`config.mk`:
```
export PLATFORM = sky130hd
export DESIGN_NAME = scan_decoder
export DESIGN_NICKNAME = d
export VERILOG_FILES = /design/src/rtl/scan_decoder.sv
export SDC_FILE = /design/constraint.sdc
export NUM_CORES = 1
export LEC_CHECK = 0
export ABC_AREA = 0
export BUFFER_PORTS_ARGS = -buffer_cell sky130_fd_sc_hd__buf_2
export CAP_MARGIN = 20
export CELL_PAD_IN_SITES_DETAIL_PLACEMENT = 0
export CELL_PAD_IN_SITES_GLOBAL_PLACEMENT = 2
export CORE_UTILIZATION = 29
export CTS_BUF_LIST = sky130_fd_sc_hd__clkbuf_4 sky130_fd_sc_hd__clkbuf_8
export DETAILED_ROUTE_END_ITERATION = 16
export PLACE_DENSITY = 0.82
export SETUP_SLACK_MARGIN = 0.05
export SLEW_MARGIN = 5
export SYNTH_ARGS = -nofsm -noshare
export SYNTH_HDL_FRONTEND = slang
export SYNTH_SLANG_ARGS = --single-unit
```
`constraint.sdc`:
```
create_clock -name CLK -period 1.67 [get_ports CLK]
set_clock_uncertainty 0.1 [all_clocks]
set_input_delay 0.167 -clock CLK [delete_from_list [all_inputs] [get_ports CLK]]
set_output_delay 0.167 -clock CLK [all_outputs]
set_load 0.005 [all_outputs]
```
`src/rtl/scan_decoder.sv`:
```
// N-to-2^N registered decoder with direct select and a dwell-timed channel scanner.
// Outputs are registered only; Y_L and IDX always describe the same channel.
module scan_decoder #(
   parameter int N          = 3,
   parameter int DWELL      = 4,
   parameter bit ACTIVE_LOW = 1'b1
) (
   input  logic             CLK,
   input  logic             RESET,
   input  logic             G_L,
   input  logic             MODE,
   input  logic [N-1:0]     SEL,
   input  logic [N-1:0]     LAST,
   output logic [2**N-1:0]  Y_L,
   output logic [N-1:0]     IDX,
   output logic             WRAP
);

   localparam int M  = 2 ** N;
   localparam int DW = (DWELL > 1) ? $clog2(DWELL) : 1;

   localparam logic [DW-1:0] DMAX = DW'(DWELL - 1);
   localparam logic [M-1:0]  IDLE = ACTIVE_LOW ? {M{1'b1}} : {M{1'b0}};

   typedef enum logic [1:0] {
      DIRECT,
      SCAN_RUN,
      SCAN_PAUSE
   } state_t;

   state_t         state;
   state_t         state_nx;
   logic [DW-1:0]  dwell;
   logic [DW-1:0]  dwell_nx;
   logic [N-1:0]   idx_nx;
   logic [M-1:0]   y_nx;
   logic           wrap_nx;

   function automatic logic [M-1:0] decode(input logic [N-1:0] i);
      logic [M-1:0] oh;
      oh    = '0;
      oh[i] = 1'b1;
      return ACTIVE_LOW ? ~oh : oh;
   endfunction

   always_ff @(posedge CLK) begin
      if (RESET) begin
         state <= DIRECT;
         dwell <= '0;
         IDX   <= '0;
         Y_L   <= IDLE;
         WRAP  <= 1'b0;
      end else begin
         state <= state_nx;
         dwell <= dwell_nx;
         IDX   <= idx_nx;
         Y_L   <= y_nx;
         WRAP  <= wrap_nx;
      end
   end

   // MODE = 0 dominates every state, including a pending advance or wrap.
   always_comb begin
      state_nx = state;
      dwell_nx = dwell;
      idx_nx   = IDX;
      y_nx     = IDLE;
      wrap_nx  = 1'b0;
      if (!MODE) begin
         state_nx = DIRECT;
         dwell_nx = '0;
         idx_nx   = SEL;
         y_nx     = G_L ? IDLE : decode(SEL);
      end else begin
         unique case (state)
            DIRECT: begin
               idx_nx   = '0;
               dwell_nx = '0;
               if (G_L) begin
                  state_nx = SCAN_PAUSE;
               end else begin
                  state_nx = SCAN_RUN;
                  y_nx     = decode('0);
               end
            end
            SCAN_RUN: begin
               // The pausing edge freezes index and dwell.
               if (G_L) begin
                  state_nx = SCAN_PAUSE;
               end else if (dwell == DMAX) begin
                  dwell_nx = '0;
                  if (IDX >= LAST) begin
                     idx_nx  = '0;
                     wrap_nx = 1'b1;
                  end else begin
                     idx_nx = IDX + 1'b1;
                  end
                  y_nx = decode(idx_nx);
               end else begin
                  dwell_nx = dwell + 1'b1;
                  y_nx     = decode(IDX);
               end
            end
            SCAN_PAUSE: begin
               // Resume edge only re-enables outputs; dwell stays held.
               if (!G_L) begin
                  state_nx = SCAN_RUN;
                  y_nx     = decode(IDX);
               end
            end
            default: begin
               state_nx = DIRECT;
            end
         endcase
      end
   end

endmodule

```
== Word-level counts from Yosys, hierarchy flattened ==
Cells that the tools add are included.

* Input port bits: 10
* Register bits after elaboration: 16
* Word-level logic and storage cells: 69
* Output and inout bits: 12

* Multiplexer cells: 30
* $lt $le $gt $ge: 7
* Equal/unequal tests: 9
* $add $sub $neg: 2
* Reduce and logical (&&, ||, !) cells: 10
* Bitwise gates (word level): 6

{| class="wikitable"
|+ Operators with widths
! operator !! count
|-
| 2-to-1 mux 8 bit || 5
|-
| 2-to-1 mux 3 bit || 8
|-
| inverter 8 bit || 3
|-
| one-hot mux 8 bit (3 select lines) || 1
|-
| < comparator 3 x 4 -> 1 bit, second input constant || 3
|-
| 2-to-1 mux 2 bit || 5
|-
| demux 1 bit (select 3 bit) || 3
|-
| greater-or-equal comparator 3 x 1 -> 1 bit, second input constant || 3
|-
| inequality test 2 bit, second input constant || 3
|-
| inequality test 3 bit, second input constant || 2
|-
| one-hot mux 2 bit (3 select lines) || 1
|-
| one-hot mux 3 bit (2 select lines) || 1
|-
| 2-to-1 mux 1 bit || 5
|-
| OR reduction 5 bit || 1
|-
| == test 2 bit, second input constant || 2
|-
| one-hot mux 2 bit (2 select lines) || 1
|-
| AND reduction 2 bit || 2
|-
| adder 3 x 1 -> 3 bit, second input constant || 1
|-
| greater-or-equal comparator 3 bit || 1
|-
| logical AND 1 bit || 3
|-
| inequality test 3 x 1 -> 1 bit, second input constant || 1
|-
| inverter 1 bit || 3
|-
| AND reduction 3 bit || 1
|-
| adder 2 x 1 -> 2 bit, second input constant || 1
|-
| 4 further kinds || 4
|}

== Logic depth before layout (Yosys ltp) ==
Gate-level depths: netlist of the first run.

* Depth after elaboration: 15
* Depth in mapped cells: 7
* Mapped depth without buffers: 6

== Worst setup path after synthesis of the first run ==
Ideal clock, no wire load.

* Path type: register -> register
* From: register IDX[0]
* To: register Y_L[5]
* Library setup time: 0.144 ns
* Path slack: -0.086 ns
* Arrival: 1.512 ns
* Stages on the path, launching flop included: 8
* Buffers on the path: 1
* Required time: 1.426 ns
* Period minus slack after synthesis: 1.756 ns
* Cell sequence: dfxtp_1 inv_1 ha_1 nor2b_1 o21ai_1 clkbuf_2 nor4b_1 o221ai_1

* Cells in the longest elaborated chain, start to end: 15
* Elaborated cells between the ends (all ways): 24
* Those cells by class: 1 x add/sub; 5 x order compare; 14 x mux; 2 x bitwise; 2 x reduce/logical

{| class="wikitable"
|+ Ends and longest elaborated chain
! what !! RTL line !! source
|-
| from (decl) || 15 || <nowiki>output logic [N-1:0] IDX,</nowiki>
|-
| from (signal assigned) || 56 || <nowiki>IDX <= idx_nx;</nowiki>
|-
| adder 3 x 1 -> 3 bit or greater-or-equal comparator 3 bit (tied branches) || 96, 92 ||
|-
| 2-to-1 mux 3 bit || 92 || <nowiki>if (IDX >= LAST) begin</nowiki>
|-
| 2-to-1 mux 3 bit || 90 || <nowiki>end else if (dwell == DMAX) begin</nowiki>
|-
| 2-to-1 mux 3 bit || 88 || <nowiki>if (G_L) begin</nowiki>
|-
| 2-to-1 mux 3 bit || 75 || <nowiki>unique case (state)</nowiki>
|-
| 2-to-1 mux 3 bit || 69 || <nowiki>if (!MODE) begin</nowiki>
|-
| < comparator 3 x 4 -> 1 bit (implied by the code) or greater-or-equal comparator 3 x 1 -> 1 bit (tied branches) || 42 || <nowiki>oh[i] = 1'b1;</nowiki>
|-
| logical AND 1 bit (implied by the code) || 42 ||
|-
| 2-to-1 mux 1 bit (implied by the code) || 42 ||
|-
| demux 1 bit (select 3 bit) || 42 ||
|-
| inverter 8 bit || 43 || <nowiki>return ACTIVE_LOW ? ~oh : oh;</nowiki>
|-
| 2-to-1 mux 8 bit || 90 ||
|-
| 2-to-1 mux 8 bit || 88 ||
|-
| one-hot mux 8 bit (3 select lines) (*) || 75 ||
|-
| 2-to-1 mux 8 bit (*) || 69 ||
|-
| to (signal assigned) || 57 || <nowiki>Y_L <= y_nx;</nowiki>
|-
| to (decl) || 14 || <nowiki>output logic [2**N-1:0] Y_L,</nowiki>
|}

Mark *: on every way between the ends. The rest lies on a longest branch, timed or not. The select of a mux whose other input is x is not followed.
A chain may end at the register's enable or synchronous reset.

== Worst setup path after layout of the first run ==
* From: register IDX[0]
* To: register Y_L[0]

The elaborated chain is that of the path after synthesis.

==> summary.txt, run 1 <==
Run status
  – Outcome: finished clean

Global routing
  – Largest net degree at the start of global routing: 20
  – Gr ovfl total: 0
  – Vias in the first global route: 1045
  – GRT Resource Usage Total: 18.5%
  – First-pass GRT wire length: 5110 um
  – Initial antenna violation count: 0

Clock tree
  – Max H-tree Level: 1
  – CTS tree: done
  – Post-CTS Hold Fix Bufs: 0
  – Worst-path clk slew: 0.10 ns
  – Clock latency on the worst-skew pair: 0.28 ns
  – CTS buffer count: 3
  – Clk root buf: clkbuf_4
  – Maximum root-to-sink buffer count: 2
  – CTS Sinks: 16

Worst hold path
  – Hold Crit Class: in -> reg

Timing
  – RSZ-0062 raised after global routing: true
  – Count of pins over their slew limit: 0
  – Final period utilization: 98.9%
  – Worst setup margin: 0.0184 ns
  – Slew @ Worst Pin: 0.418 ns
  – Slew HR: 72.0%
  – Hold Vio Cnt, Final: 0
  – Setup TNS: 0 ns
  – Min cycle time layout: 1.65 ns
  – Final setup fails: 0
  – Max Fclk: 605 MHz

Critical path
  – CP Capture Type: flop
  – Critical path class: reg -> reg
  – Critical Path Fanout Max: 6
  – Worst Setup Start Kind: flop
  – CP Data Arrival Time: roughly 1.8 ns
  – Worst Path Required: 1.79 ns

Cells and area
  – Ant. Diodes: 0
  – Final nets: 177
  – Syn-to-layout area delta: 44.9%
  – Share of cells above drive strength 1: 46.9%

Synth
  – Asr flop ratio synth: 0%
  – Predominant post-synthesis flop cell: dfxtp_1
  – Area leader, netlist: dfxtp_1
  – Synthesized cell area: approximately 1000 sq um
  – Part of the Yosys area used for sequential elements: 30.6%
  – Number of flops mapped to enable cells by yosys: 0
  – Post-synth top cells: 17 x nor2_1, 16 x dfxtp_1, 11 x nand2_1
  – Most common cell in the netlist: nor2_1
  – Synth area leaders: dfxtp_1 31%, nor2_1 6.1%, ha_1 6.0%
  – Syn nets: 143
  – Yosys reg bits: 16
  – Avg Synthesized Cell Area: 8.18 sq um
  – Mapped Cells: 128
  – Yosys warns: 0
  – Top-area cell type share of the netlist area: 30.6%
  – Post-synth cell types: 42

Placement
  – I/O Buffers: 21
  – GP Congestion: just under 0.8
  – HPWL Detailed: 2110 um
  – DP Worst Slack: -0.169 ns

Pwr
  – Internal power: 0.000591 W
  – Sw Pwr: 0.000277 W
  – Switching Share: 31.9%
  – Max rail drop VDD: 273 uV
  – Gate power share: 28.8%
  – Total power: 0.000868 W
  – Flop pwr share: a little under half
  – PwrDens: 572 nW/um^2
  – LEAKAGE: 0.600 nW
  – Clock share of power: 24.6%

Die
  – Boundary pin count: 22
  – Row cnt: 21
  – Die extent in y: 62.1 um
  – Effective utilization at floorplan: 30.9%
  – Die footprint: 3860 sq um
  – CORE AREA: 3390 sq um
  – Die Wd: 62.1 um

Drt
  – # DRC: 0
  – DRT antenna net count: 0
  – Routed wire length: about 3200 um
  – DR WL/cell: 15.7 um
  – Initial drt markers: 23
  – Via-to-Cell Ratio: 5.34
  – Number of detailed-route iterations in the first pass: 4
  – Vias: 1101

Job
  – MaxCap Viol Count: 0
## cell type report
type                       count  area (sq um)
tap                           46          57.6
multi-input combinational     96           823
sequential                    16           334
timing repair buffer          41           263
clock buffer                   3          22.5
fill                         346          1870
inverter                       4          17.5
## cell usage in the layout, fill, tap and decap left out, types with 2 or more instances in the layout
master,n
buf_2,21
buf_4,18
nor2_1,16
nand2_1,11
dfxtp_1,9
dfxtp_2,5
a22oi_1,4
o21ai_1,4
o221ai_1,4
ha_4,4
inv_1,3
nor2b_1,3
nor4_2,3
o31ai_1,3
clkbuf_4,3
dfxtp_4,2
a22o_1,2
or3_4,2
nor4_4,2
nand3_1,2
nand2b_1,2
a21oi_1,2
nor3b_1,2
nor4_1,2
o21ai_0,2
buf_6,2
## critical path, cell delays in order (launching register included)
cell and delay [ns]:
dfxtp_4 0.39, inv_4 0.04, ha_4 0.23, nor2b_4 0.12, o21ai_4 0.08, buf_6 0.14
a311o_1 0.30, a22oi_1 0.17
## layer usage
| layer | up-vias | share of wire [%] | GRT usage, % |
|---|---|---|---|
| li1 | 538 | - | - |
| met1 | 539 | 46 | 25.5 |
| met2 | 22 | 50 | 30.2 |
| met3 | 2 | 3.2 | 1.24 |
| met4 | 0 | 0.83 | 6.98 |
| met5 | - | 0 | 0 |
## registers in the layout (all words and copies together) (netlist names)
name / flops
WRAP: 1
dwell: 2
Y_L: 8
state: 2
IDX: 3
## per-stage QoR
stage	std cells	hold slack, ns	util, %	cell area [sq um]
finish	206	0.0840	44.8	1520
global route	206	0.0981	44.8	1520
CTS	205	0.0872	42.4	1440
detailed placement	198	0.387	37.5	1270
global placement	198	0.381	37.5	1270
floorplan	128	0.151	-	1060
## final timing paths
path / start / endpoint / slack (ns) / depth (start not counted)
min: MODE / dwell[1]$_SDFFE_PP0P_ / 0.08 / 3
min reg2reg: dwell[1]$_SDFFE_PP0P_ / dwell[1]$_SDFFE_PP0P_ / 0.45 / 2
max reg2reg: IDX[0]$_SDFFE_PP0P_ / Y_L[0]$_SDFF_PP1_ / 0.02 / 7
max: IDX[0]$_SDFFE_PP0P_ / Y_L[0]$_SDFF_PP1_ / 0.02 / 7
## power groups by stage
stage | sequential [W] | combinational [W] | clock, W
2_1_floorplan | 0.000410 | 0.000115 | 0
3_3_place_gp | 0.000412 | 0.000176 | 0
3_5_place_dp | 0.000413 | 0.000178 | 0
4_1_cts | 0.000406 | 0.000221 | 0.000218
5_1_grt | 0.000406 | 0.000272 | 0.000237
6_report | 0.000404 | 0.000250 | 0.000213
## kinds of logic (layout without fill, tap and decap cells)
kind of cell	Yosys count	in the layout	share of synthesized area (%)
simple gates	58	58	32.0
compound gates	32	32	22.7
flops	16	16	30.6
buf+inv	16	48	7.17
fa+ha+maj	5	5	5.97
xor+xnor	1	1	1.55
## what timing repair did
action,in CTS,in global routing
pin swaps,7,11
setup buffers,4,1
setup endpoints to repair,10,10
endpoints found under the hold margin,0,0
resized for setup,21,15
No activity file was read; power rests on OpenSTA's default activity.
==> run 2, diff against run 1 <==
- ABC_AREA: 0 -> unset
- CORE_UTILIZATION: 29 -> 28
- CTS_BUF_LIST: sky130_fd_sc_hd__clkbuf_4 sky130_fd_sc_hd__clkbuf_8 -> unset
- PLACE_DENSITY: 0.82 -> 0.79
- SETUP_SLACK_MARGIN: 0.05 -> 0.02
==> run 2 against run 1 <==
Against the previous run:
- setup slack lost 0.012 ns
- final cell count grew 0.49%
- sequential cell count is the same
- critical path type unchanged
- largest cell class unchanged
==> summary.txt, run 2 (synthesized netlist as in run 1, its figures left out) <==
Pwr
  – Internal power: 0.000672 W (+14%)
  – Total power: 0.000955 W (+10%)
  – PwrDens: 607 nW/um^2 (+6.1%)
  – Gate power share: 26.9% (-1.9 points)
  – Clock share of power: 30.9% (+6.3 points)
  – Sw Pwr: 0.000283 W (+2.4%)
  – Switching Share: 29.6% (-2.2 points)
  – Flop pwr share: 42.2% (-4.4 points)
  – LEAKAGE: 0.628 nW (+4.7%)
  – Max rail drop VDD: 413 uV (+51%)

Global routing
  – Vias in the first global route: 1010 (-3.3%)
  – First-pass GRT wire length: 4980 um (-2.4%)
  – GRT Resource Usage Total: 15.8% (-2.7 points)
  – Initial antenna violation count: 0 (unchanged)
  – Gr ovfl total: 0 (unchanged)
  – Largest net degree at the start of global routing: 20 (unchanged)

Drt
  – DRT antenna net count: 0 (unchanged)
  – Number of detailed-route iterations in the first pass: 4 (unchanged)
  – Vias: 1085 (-1.5%)
  – DR WL/cell: 14.8 um (-6.3%)
  – Initial drt markers: 37 (+61%)
  – Via-to-Cell Ratio: 5.24 (-1.9%)
  – # DRC: 0 (unchanged)
  – Routed wire length: 3050 um (-5.9%)

Cells and area
  – Layout fillers: 358 (+3.5%)
  – Design area: 1570 sq um (+3.7%)
  – Syn-to-layout area delta: 50.3%
  – Share of cells above drive strength 1: 46.0% (-0.91 points)
  – Util after Layout: 45.4% (+0.61 points)
  – Post-route insts no fill: 207 (+0.49%)
  – Ant. Diodes: 0 (unchanged)
  – Largest register FFs: 8 (unchanged)
  – Biggest regs: Y_L x8, IDX x3
  – Largest reg by FF count: Y_L
  – Final nets: 178 (+0.56%)
  – Most frequent cells in the layout: 21 x buf_2, 16 x nor2_1, 15 x buf_4, 13 x dfxtp_1, 10 x nand2_1
  – Commonest non-fill, non-tap cell in the layout: buf_2

Die
  – Die footprint: 3990 sq um (+3.4%)
  – CORE AREA: 3470 sq um (+2.3%)
  – Row cnt: 21 (unchanged)
  – Effective utilization at floorplan: 30.2% (-0.70 points)
  – Die extent in y: 63.2 um (+1.7%)
  – Die Wd: 63.2 um (+1.7%)
  – Boundary pin count: 22 (unchanged)

Critical path
  – Worst path max stage delay: 0.36 ns (-0.03 ns)
  – Worst Setup Start Kind: flop
  – CP Data Arrival Time: 1.69 ns (-0.08 ns)
  – Crit-path slowest cell: or3_4
  – Critical path class: reg -> reg
  – CP Capture Type: flop
  – Critical Path Fanout Max: 5 (-1)
  – Cell chain of the critical path: buf_6, ha_4, xnor2_4, or3_4, nor4_4, o21ai_1
  – Worst Path Required: 1.70 ns (-0.09 ns)

Timing
  – Worst setup margin: 0.00652 ns (-0.0119 ns)
  – Min cycle time layout: 1.66 ns (+0.0119 ns)
  – Count of pins over their slew limit: 0 (unchanged)
  – RSZ-0062 raised after global routing: true
  – Slew @ Worst Pin: 0.489 ns (+0.0711 ns)
  – Final period utilization: 99.6% (+0.71 points)
  – Final setup fails: 0 (unchanged)
  – Max Fclk: 601 MHz (-0.71%)
  – Slew HR: 67.3% (-4.8 points)
  – Hold Vio Cnt, Final: 0 (unchanged)

Clock tree
  – CTS tree: done
  – CTS buffer count: 3 (unchanged)
  – Maximum root-to-sink buffer count: 2 (unchanged)
  – Worst-path clk slew: 0.07 ns (-0.03 ns)
  – CTS Sinks: 16 (unchanged)
  – Max H-tree Level: 1 (unchanged)
  – Clock latency on the worst-skew pair: 0.25 ns (-0.03 ns)
  – Clk root buf: clkbuf_8

Placement
  – HPWL Detailed: 2060 um (-2.5%)
  – DP Worst Slack: -0.186 ns (-0.0178 ns)
  – GP Congestion: 0.796 (+0.33%)
  – I/O Buffers: 21 (unchanged)
  – Post-Place Cells: 203 (+2.5%)
  – Post-Place Cell Area: 1320 sq um (+3.9%)

Job
  – MaxCap Viol Count: 0 (unchanged)

Run status
  – Outcome: finished clean

Worst hold path
  – Hold Crit Class: in -> reg
run 2: what timing repair did:
action,CTS,global route
hold buffers,0,0
endpoints found under the hold margin,0,0
setup buffers,1,0
gates resized for setup,24,12
setup endpoints to repair,11,11
pin swaps,6,10
cloned,0,0
run 2: path summary, 6_finish.rpt:
check	from	endpoint	slack (ns)	cells past startpoint
worst max-delay path	IDX[0]$_SDFFE_PP0P_	Y_L[4]$_SDFF_PP1_	0.007	6
worst max register to register	IDX[0]$_SDFFE_PP0P_	Y_L[4]$_SDFF_PP1_	0.007	6
worst min-delay path	RESET	Y_L[4]$_SDFF_PP1_	0.13	3
worst min register to register	state[1]$_SDFFE_PP0P_	dwell[0]$_SDFFE_PP0P_	0.58	2
run 2: metal layers:
metal | global-route usage [%] | routed length (um) | vias up | share of wire, %
met4 | 3.49 | 18 | 0 | 0.59
met3 | 2.72 | 140 | 2 | 4.6
met5 | 0 | 0 | - | 0
met2 | 24.6 | 1400 | 27 | 46
li1 | - | - | 539 | -
met1 | 22.6 | 1500 | 517 | 49
run 2: critical path, delay by kind of cell (launching register included):
family	cells	cell delay, ns
AO/OA/AOI/OAI	1	0.11
XOR/XNOR	1	0.15
adder cells (fa/ha/maj)	1	0.17
buffers and inverters	1	0.12
flip-flops	1	0.33
AND/OR/NAND/NOR	2	0.56
run 2: power groups by stage:
stage / combinational (W) / sequential, W / clock (W)
floorplan: 0.000115 / 0.000410 / 0
global placement: 0.000189 / 0.000410 / 0
detailed placement: 0.000191 / 0.000410 / 0
CTS: 0.000239 / 0.000403 / 0.000299
global route: 0.000277 / 0.000405 / 0.000316
finish: 0.000257 / 0.000403 / 0.000295
run 2: final cells by class:
| type | instances | area (sq um) | area share, % |
|---|---|---|---|
| repair buffers | 42 | 294 | 18.7 |
| clock buffers | 3 | 41.3 | 2.62 |
| multi-input cells | 96 | 842 | 53.5 |
| flip-flops and latches | 16 | 324 | 20.6 |
| inverters | 4 | 15.0 | 0.954 |
| well taps | 46 | 57.6 | 3.66 |
run 2: through the flow:
step / hold WS [ns] / setup TNS [ns]
after global routing: 0.157 / -0.171
after floorplan: 0.151 / 0
after detailed placement: 0.380 / -1.09
after CTS: 0.130 / 0
final: 0.129 / 0
after global placement: 0.385 / -1.01
